===== config.mk =====
export PLATFORM = sky130hd
export DESIGN_NAME = dense_layer_ctrl
export DESIGN_NICKNAME = d
export VERILOG_FILES = /design/src/rtl/dense_layer_ctrl.sv
export SDC_FILE = /design/constraint.sdc
export NUM_CORES = 1
export LEC_CHECK = 0
export ABC_AREA = 1
export BUFFER_PORTS_ARGS = -buffer_cell sky130_fd_sc_hd__buf_4
export CORE_UTILIZATION = 50
export CTS_BUF_LIST = sky130_fd_sc_hd__clkbuf_8
export CTS_CLUSTER_DIAMETER = 60
export DETAILED_ROUTE_END_ITERATION = 10
export PLACE_DENSITY = 0.79
export SYNTH_ARGS = -nofsm -noshare
export SYNTH_HDL_FRONTEND = slang
export SYNTH_SLANG_ARGS = --single-unit
export TNS_END_PERCENT = 50

===== constraint.sdc =====
create_clock -name clk -period 2.6 [get_ports clk]
set_clock_uncertainty 0.2 [all_clocks]
set_input_delay 0.13 -clock clk [delete_from_list [all_inputs] [get_ports clk]]
set_output_delay 0.13 -clock clk [all_outputs]
set_load 0.005 [all_outputs]

===== src/rtl/dense_layer_ctrl.sv =====
// dense_layer_ctrl: sequences one dense-layer pass (clear, feed, drain, load,
// serialize, wait for activation) with a one-deep pending request, abort and
// a watchdog over the serializer/activation phases. All outputs are flops.
module dense_layer_ctrl #(
    parameter int unsigned IN_LEN   = 400,
    parameter int unsigned AW       = 9,
    parameter int unsigned RD_LAT   = 1,
    parameter int unsigned PIPE_LAT = 2,
    parameter int unsigned TIMEOUT  = 1024
) (
    input  logic          clk,
    input  logic          rst,
    input  logic          start,
    input  logic          abort,
    output logic          busy,
    output logic          mac_clr,
    output logic          feat_rd_en,
    output logic [AW-1:0] feat_addr,
    output logic          mac_en,
    output logic          mac_load,
    output logic          ser_ena,
    input  logic          ser_frame_end,
    input  logic          act_done,
    output logic          done,
    output logic          err,
    output logic          err_sticky
);

    // Shared cycle counter: drain length and watchdog; headroom above TIMEOUT.
    localparam int unsigned CW = $clog2(TIMEOUT + 8);

    typedef enum logic [2:0] {
        S_IDLE,
        S_CLR,
        S_FEED,
        S_DRAIN,
        S_LOAD,
        S_SER,
        S_WAIT_ACT,
        S_DONE
    } state_t;

    state_t          r_state;
    state_t          w_state_nxt;
    logic            r_pend;
    logic            w_pend_nxt;
    logic [CW-1:0]   r_cnt;
    logic [CW-1:0]   w_cnt_nxt;
    logic [AW-1:0]   w_addr_nxt;
    logic            w_err_nxt;
    logic            w_sticky_nxt;
    logic            w_wd_exp;
    logic            w_rd_nxt;
    logic [RD_LAT:0] r_rd_pipe;

    // State, pending flag and counter registers.
    always_ff @(posedge clk or posedge rst) begin
        if (rst) begin
            r_state <= S_IDLE;
            r_pend  <= 1'b0;
            r_cnt   <= '0;
        end else begin
            r_state <= w_state_nxt;
            r_pend  <= w_pend_nxt;
            r_cnt   <= w_cnt_nxt;
        end
    end

    // Next-state, pending, counter and next-output decode.
    always_comb begin
        w_state_nxt  = r_state;
        w_pend_nxt   = r_pend;
        w_cnt_nxt    = r_cnt;
        w_addr_nxt   = '0;
        w_err_nxt    = 1'b0;
        w_sticky_nxt = err_sticky;
        w_wd_exp     = (r_cnt >= CW'(TIMEOUT - 1));

        if (start && (r_state != S_IDLE)) begin
            w_pend_nxt = 1'b1;
        end

        case (r_state)
            S_IDLE: begin
                if (start) begin
                    w_state_nxt  = S_CLR;
                    w_sticky_nxt = 1'b0;
                end
            end
            S_CLR: begin
                w_state_nxt = S_FEED;
            end
            S_FEED: begin
                if (feat_addr == AW'(IN_LEN - 1)) begin
                    w_state_nxt = (PIPE_LAT == 0) ? S_LOAD : S_DRAIN;
                    w_cnt_nxt   = '0;
                end else begin
                    w_addr_nxt = feat_addr + AW'(1);
                end
            end
            S_DRAIN: begin
                if (r_cnt == CW'(PIPE_LAT - 1)) begin
                    w_state_nxt = S_LOAD;
                end else begin
                    w_cnt_nxt = r_cnt + CW'(1);
                end
            end
            S_LOAD: begin
                w_state_nxt = S_SER;
                w_cnt_nxt   = '0;
            end
            S_SER: begin
                w_cnt_nxt = r_cnt + CW'(1);
                if (ser_frame_end) begin
                    w_state_nxt = S_WAIT_ACT;
                end else if (w_wd_exp) begin
                    w_state_nxt  = S_IDLE;
                    w_cnt_nxt    = '0;
                    w_err_nxt    = 1'b1;
                    w_sticky_nxt = 1'b1;
                    w_pend_nxt   = 1'b0;
                end
            end
            S_WAIT_ACT: begin
                w_cnt_nxt = r_cnt + CW'(1);
                if (act_done) begin
                    w_state_nxt = S_DONE;
                    w_cnt_nxt   = '0;
                end else if (w_wd_exp) begin
                    w_state_nxt  = S_IDLE;
                    w_cnt_nxt    = '0;
                    w_err_nxt    = 1'b1;
                    w_sticky_nxt = 1'b1;
                    w_pend_nxt   = 1'b0;
                end
            end
            S_DONE: begin
                // A start arriving in DONE is queued and consumed right away.
                w_state_nxt = (r_pend || start) ? S_CLR : S_IDLE;
                w_pend_nxt  = 1'b0;
            end
            default: begin
                w_state_nxt = S_IDLE;
            end
        endcase

        if (abort) begin
            w_state_nxt  = S_IDLE;
            w_pend_nxt   = 1'b0;
            w_cnt_nxt    = '0;
            w_addr_nxt   = '0;
            w_err_nxt    = 1'b0;
            w_sticky_nxt = err_sticky;
        end

        w_rd_nxt = (w_state_nxt == S_FEED);
    end

    // Registered outputs derived from the next state.
    always_ff @(posedge clk or posedge rst) begin
        if (rst) begin
            busy       <= 1'b0;
            mac_clr    <= 1'b0;
            feat_addr  <= '0;
            mac_load   <= 1'b0;
            ser_ena    <= 1'b0;
            done       <= 1'b0;
            err        <= 1'b0;
            err_sticky <= 1'b0;
        end else begin
            busy       <= (w_state_nxt != S_IDLE);
            mac_clr    <= (w_state_nxt == S_CLR);
            feat_addr  <= w_addr_nxt;
            mac_load   <= (w_state_nxt == S_LOAD);
            ser_ena    <= (w_state_nxt == S_SER) && (r_state != S_SER);
            done       <= (w_state_nxt == S_DONE);
            err        <= w_err_nxt;
            err_sticky <= w_sticky_nxt;
        end
    end

    // Read-enable flop followed by RD_LAT delay stages to align mac_en.
    generate
        if (RD_LAT == 0) begin : g_no_lat
            always_ff @(posedge clk or posedge rst) begin
                if (rst) begin
                    r_rd_pipe <= '0;
                end else begin
                    r_rd_pipe <= w_rd_nxt;
                end
            end
        end else begin : g_lat
            always_ff @(posedge clk or posedge rst) begin
                if (rst) begin
                    r_rd_pipe <= '0;
                end else if (abort) begin
                    r_rd_pipe <= '0;
                end else begin
                    r_rd_pipe <= {r_rd_pipe[RD_LAT-1:0], w_rd_nxt};
                end
            end
        end
    endgenerate

    assign feat_rd_en = r_rd_pipe[0];
    assign mac_en     = r_rd_pipe[RD_LAT];

endmodule


# Word-level counts from Yosys, hierarchy flattened

Cells that the tools add are included.

Flip-flop bits (word level): 33
Input port bits: 6
Logic and storage cells: 82

Add/sub/neg operators: 2
$lt $le $gt $ge: 1
Eq/ne operators: 20
Multiplexer cells: 36
Bitwise operators: 1
Reduce and logical (&&, ||, !) cells: 10

Operators with widths:

| operator                                                            | number |
|---|---|
| 2-to-1 mux 11 bit                                                   | 6 |
| one-hot mux 11 bit (5 select lines)                                 | 1 |
| 2-to-1 mux 9 bit                                                    | 3 |
| one-hot mux 3 bit (8 select lines)                                  | 1 |
| == test 3 bit, second input constant                                | 7 |
| 2-to-1 mux 3 bit                                                    | 7 |
| 2-to-1 mux 1 bit                                                    | 14 |
| adder 11 x 1 -> 11 bit, second input constant                       | 1 |
| == test 11 x 1 -> 1 bit, second input constant                      | 1 |
| greater-or-equal comparator 11 x 10 -> 1 bit, second input constant | 1 |
| adder 9 x 1 -> 9 bit, second input constant                         | 1 |
| == test 3 x 2 -> 1 bit, second input constant                       | 3 |
| == test 9 bit, second input constant                                | 1 |
| != test 3 bit, second input constant                                | 3 |
| nonzero test 3 bit                                                  | 3 |
| == test 3 x 1 -> 1 bit, second input constant                       | 2 |
| != test 2 bit, second input constant                                | 3 |
| one-hot mux 1 bit (3 select lines)                                  | 2 |
| nonzero test 6 bit                                                  | 1 |
| AND reduction 5 bit                                                 | 1 |
| zero test 3 bit                                                     | 1 |
| AND reduction 3 bit                                                 | 1 |
| logical AND 1 bit                                                   | 2 |
| 2-to-1 mux 2 bit                                                    | 1 |
| 3 further kinds                                                     | 3 |

# Logic depth before layout (Yosys ltp)

Depth after elaboration: 7
Mapped depth: 13
Gate-level depth less buffers: 13

# Worst setup path before layout

No wires, ideal clock.

Path kind: register -> register
Start point: register feat_addr[0]
End point: register r_cnt[7]
Library setup time: 0.077 ns
Arrival time: 1.485 ns
Required time: 2.323 ns
Setup slack: 0.838 ns
Stages on the path, launching flop included: 11
Buffers on the path: 1
Path through: dfrtp_1 ha_1 nand3_1 nor2_1 nand2_1 nand3_2 nand2_4 buf_6 nor2_1 nand2_1 a21oi_1

Word-level cells in the longest chain between the ends: 3

Ends and longest elaborated chain:

| element                       | RTL line | source |
|---|---|---|
| start: declaration            | 18       | `output logic [AW-1:0] feat_addr,` |
| start signal: assignment      | 173      | `feat_addr <= w_addr_nxt;` |
| == test 9 bit                 | 94       | `if (feat_addr == AW'(IN_LEN - 1)) begin` |
| != test 3 bit (no line)       | --       |  |
| AND reduction 3 bit (no line) | --       |  |
| end signal: assignment        | 65       | `r_cnt <= w_cnt_nxt;` |
| end: declaration              | 47       | `logic [CW-1:0] r_cnt;` |

Every way passes these cells.
A chain may end at the register's enable or synchronous reset.

# Worst setup path in the final report

Start point: register feat_addr[0]
End point: register r_cnt[6]

The elaborated chain is that of the path after synthesis.

==> flow_summary.toml <==
[final_layout]
final_cells = 328
mostFrequentLayoutCell = "nand2_1"
fin_area_mm2 = 0.00218
nets = 290
drive_above_1_share = 0.184
syn_to_final_growth_pct = 17.3
final_cell_mix = "nand2_1 (56), nor2_1 (45), inv_1 (34)"
num_antenna_cells = 0

[floorplan]
die_height_um = 62.9
dieArea_mm2 = 0.00396
io_pins = 24
core-area_mm2 = 0.00344
initial_utilization = 0.539
num_rows = 21
die_width_um = 62.9

[worst_setup_path]
crit_buf_inv = 1
endpoint_kind = "register"
slowest_delay_ps = 410
cp.required_ps = 2560
crit_slowest_cell = "dfrtp_1"
crit_family = "simple AND/OR/NAND/NOR gates"
cp-start-kind = "register"
r2r_end = "r_cnt[6]$_DFFE_PP0P_"
rrSetupSlack_ps = 590
worst-setup-path-type = "reg -> reg"
path_cells = "ha_1, nand3_1, nor2_1, nand2_1, nand3_2, nand2_4, inv_2, nand3_1, nand2_1, nor2_1"
r2r_cells = 10
cp-startpoint = "feat_addr[0]$_DFF_PP0_"
worstReg2RegStart = "feat_addr[0]$_DFF_PP0_"
arrival_ps = 1970
worstPathMaxFanout = 12

[cts]
insertion_delay_ps = 290
cts_resized = 0
cts_max_level = 2
root_buffer = "clkbuf_8"
cts-buffers-inserted = 5
ctsLongestPathBuffers = 2
clk_pin_slew_ps = 70
numClockSinks = 33
cts_tree = "yes"

[placed_design]
place_ws_ps = 589
portBuffers = 23
place.gp.congestion = 0.905
post-place-cells = 318
dpl_cell_area_mm2 = 0.00208
hpwl_um = 2850

[hold_path]
hold_end = "r_pend$_DFF_PP0_"
worstHoldPathType = "in -> reg"
min_path_cells = 3
min-delay-start = "start"

[sta]
post-route-min-period_ps = 2010
fin_crit_sh = 0.773
rsz0062_at_grt = "no"
relSlewSlack = 0.729
tightest_slew_ps = 407
setup_viol = 0
final-max-slew-violation-count = 0
hold_viol = 0
fmax_mhz = 498
fin_setup_tns_ps = 0
setup_slack_ps = 591

[global_route]
grt_start_max_net_pins = 34
grt_first_pass_wirelength_um = 6600
grt_overflow = 0
antenna_found_initial = 0
grt_usage = 0.218
grt_pass1_vias = 1537

[power_and_ir_drop]
peakVddDrop_uv = 299
p_leak_nw = 1.07
p_total_mw = 1.14
power_density_mw_per_mm2 = 525

[synthesis]
synth_area_mm2 = 0.00186
ys_ff_latch = 33
yosysSeqAreaShare = 0.445
async_flop_share = 1.00
synth_edf_count = 0
synthCells = 250
synth.distinct_cells = 27
syn-num-nets = 259
syn-mean-instance-area_um2 = 7.43
yosys_warnings = 0
ys.flop_type = "dfrtp_1"

[run]
drv_cap = 0

[detailed_routing]
drt-pass1-iter-count = 5
routed_wl_um = 3800
dr_total_vias = 1665
wire_per_inst_um = 11.6
ant_nets = 0
route.detailed.drc = 0
drt_iter0_drc = 124
vias_per_cell = 5.08

[run_status]
status = "complete, no violations"
## layer usage
metal,vias to the layer above,routed length (um),GRT usage
li1,846,-,-
met1,769,1730,0.272
met2,45,1780,0.352
met3,5,223,0.0438
met4,0,59,0.116
met5,-,0,0
## synthesized netlist by cell type (3+ instances only)
cell,n,share of area
nand2_1,56,0.11
inv_1,33,0.067
nand3_2,3,0.016
a21oi_1,5,0.013
nor2_1,45,0.091
ha_1,3,0.020
nor3_1,9,0.024
nand4_1,5,0.017
inv_2,5,0.010
dfrtp_1,33,0.44
o21ai_1,8,0.022
nor2_2,7,0.024
nand3_1,21,0.057
## per-stage QoR
step,utilization,hold WS (ps)
after global routing,0.633,54.8
after detailed placement,0.603,57.4
after global placement,0.603,49.1
after floorplan,-,-4.55
final,0.633,20.7
after CTS,0.633,17.7
## worst reg2reg max path: cells and delay by family (launching register included)
family | cells | cell delay [ps]
AND/OR/NAND/NOR | 8 | 910
flip-flops | 1 | 410
adder cells (fa/ha/maj) | 1 | 210
buffers and inverters | 1 | 170
## logic make-up after synthesis
family	count (synthesis)	synth area share
flops	33	0.445
simple gates	151	0.366
fa+ha+maj	3	0.0202
xor+xnor	4	0.0189
buf+inv	40	0.0869
compound gates	19	0.0633
## registers in the layout, summed over array words and instances, names as in the netlist
register    cells
busy            1
done            1
err             1
err_sticky      1
feat_addr       9
mac_clr         1
mac_load        1
r_cnt          11
r_pend          1
r_rd_pipe       2
r_state         3
ser_ena         1
## worst max-delay path by stage
stage | to | slack (ps) | cells past startpoint
global route | r_cnt[0]$_DFFE_PP0P_ | 310 | 9
detailed placement | r_cnt[2]$_DFFE_PP0P_ | 590 | 9
CTS | r_cnt[0]$_DFFE_PP0P_ | 580 | 9
floorplan | r_cnt[7]$_DFFE_PP0P_ | 840 | 10
global placement | r_cnt[3]$_DFFE_PP0P_ | 670 | 10
finish | r_cnt[6]$_DFFE_PP0P_ | 590 | 10
## power breakdown
group	switching (mW)	total, mW	leakage, nW	internal [mW]
clock	0.185	0.367	0.0491	0.181
combinational	0.141	0.219	0.561	0.0777
sequential	0.0191	0.558	0.455	0.539
total	0.346	1.14	1.07	0.798
## repair_timing
item | in CTS | in global routing
hold endpoints to repair | 38 | 0
buffers inserted | 0 | 0
hold buffers | 2 | 0
## area by class of cell
cell class / instances / area, um^2
clock buffer: 5 / 68.8
clock inverter: 3 / 13.8
fill: 316 / 1260
inverter: 38 / 143
multi-input combinational: 177 / 870
sequential: 33 / 826
tap: 46 / 57.6
timing repair buffer: 26 / 200
Note: power is estimated with default switching activity, not from simulation.
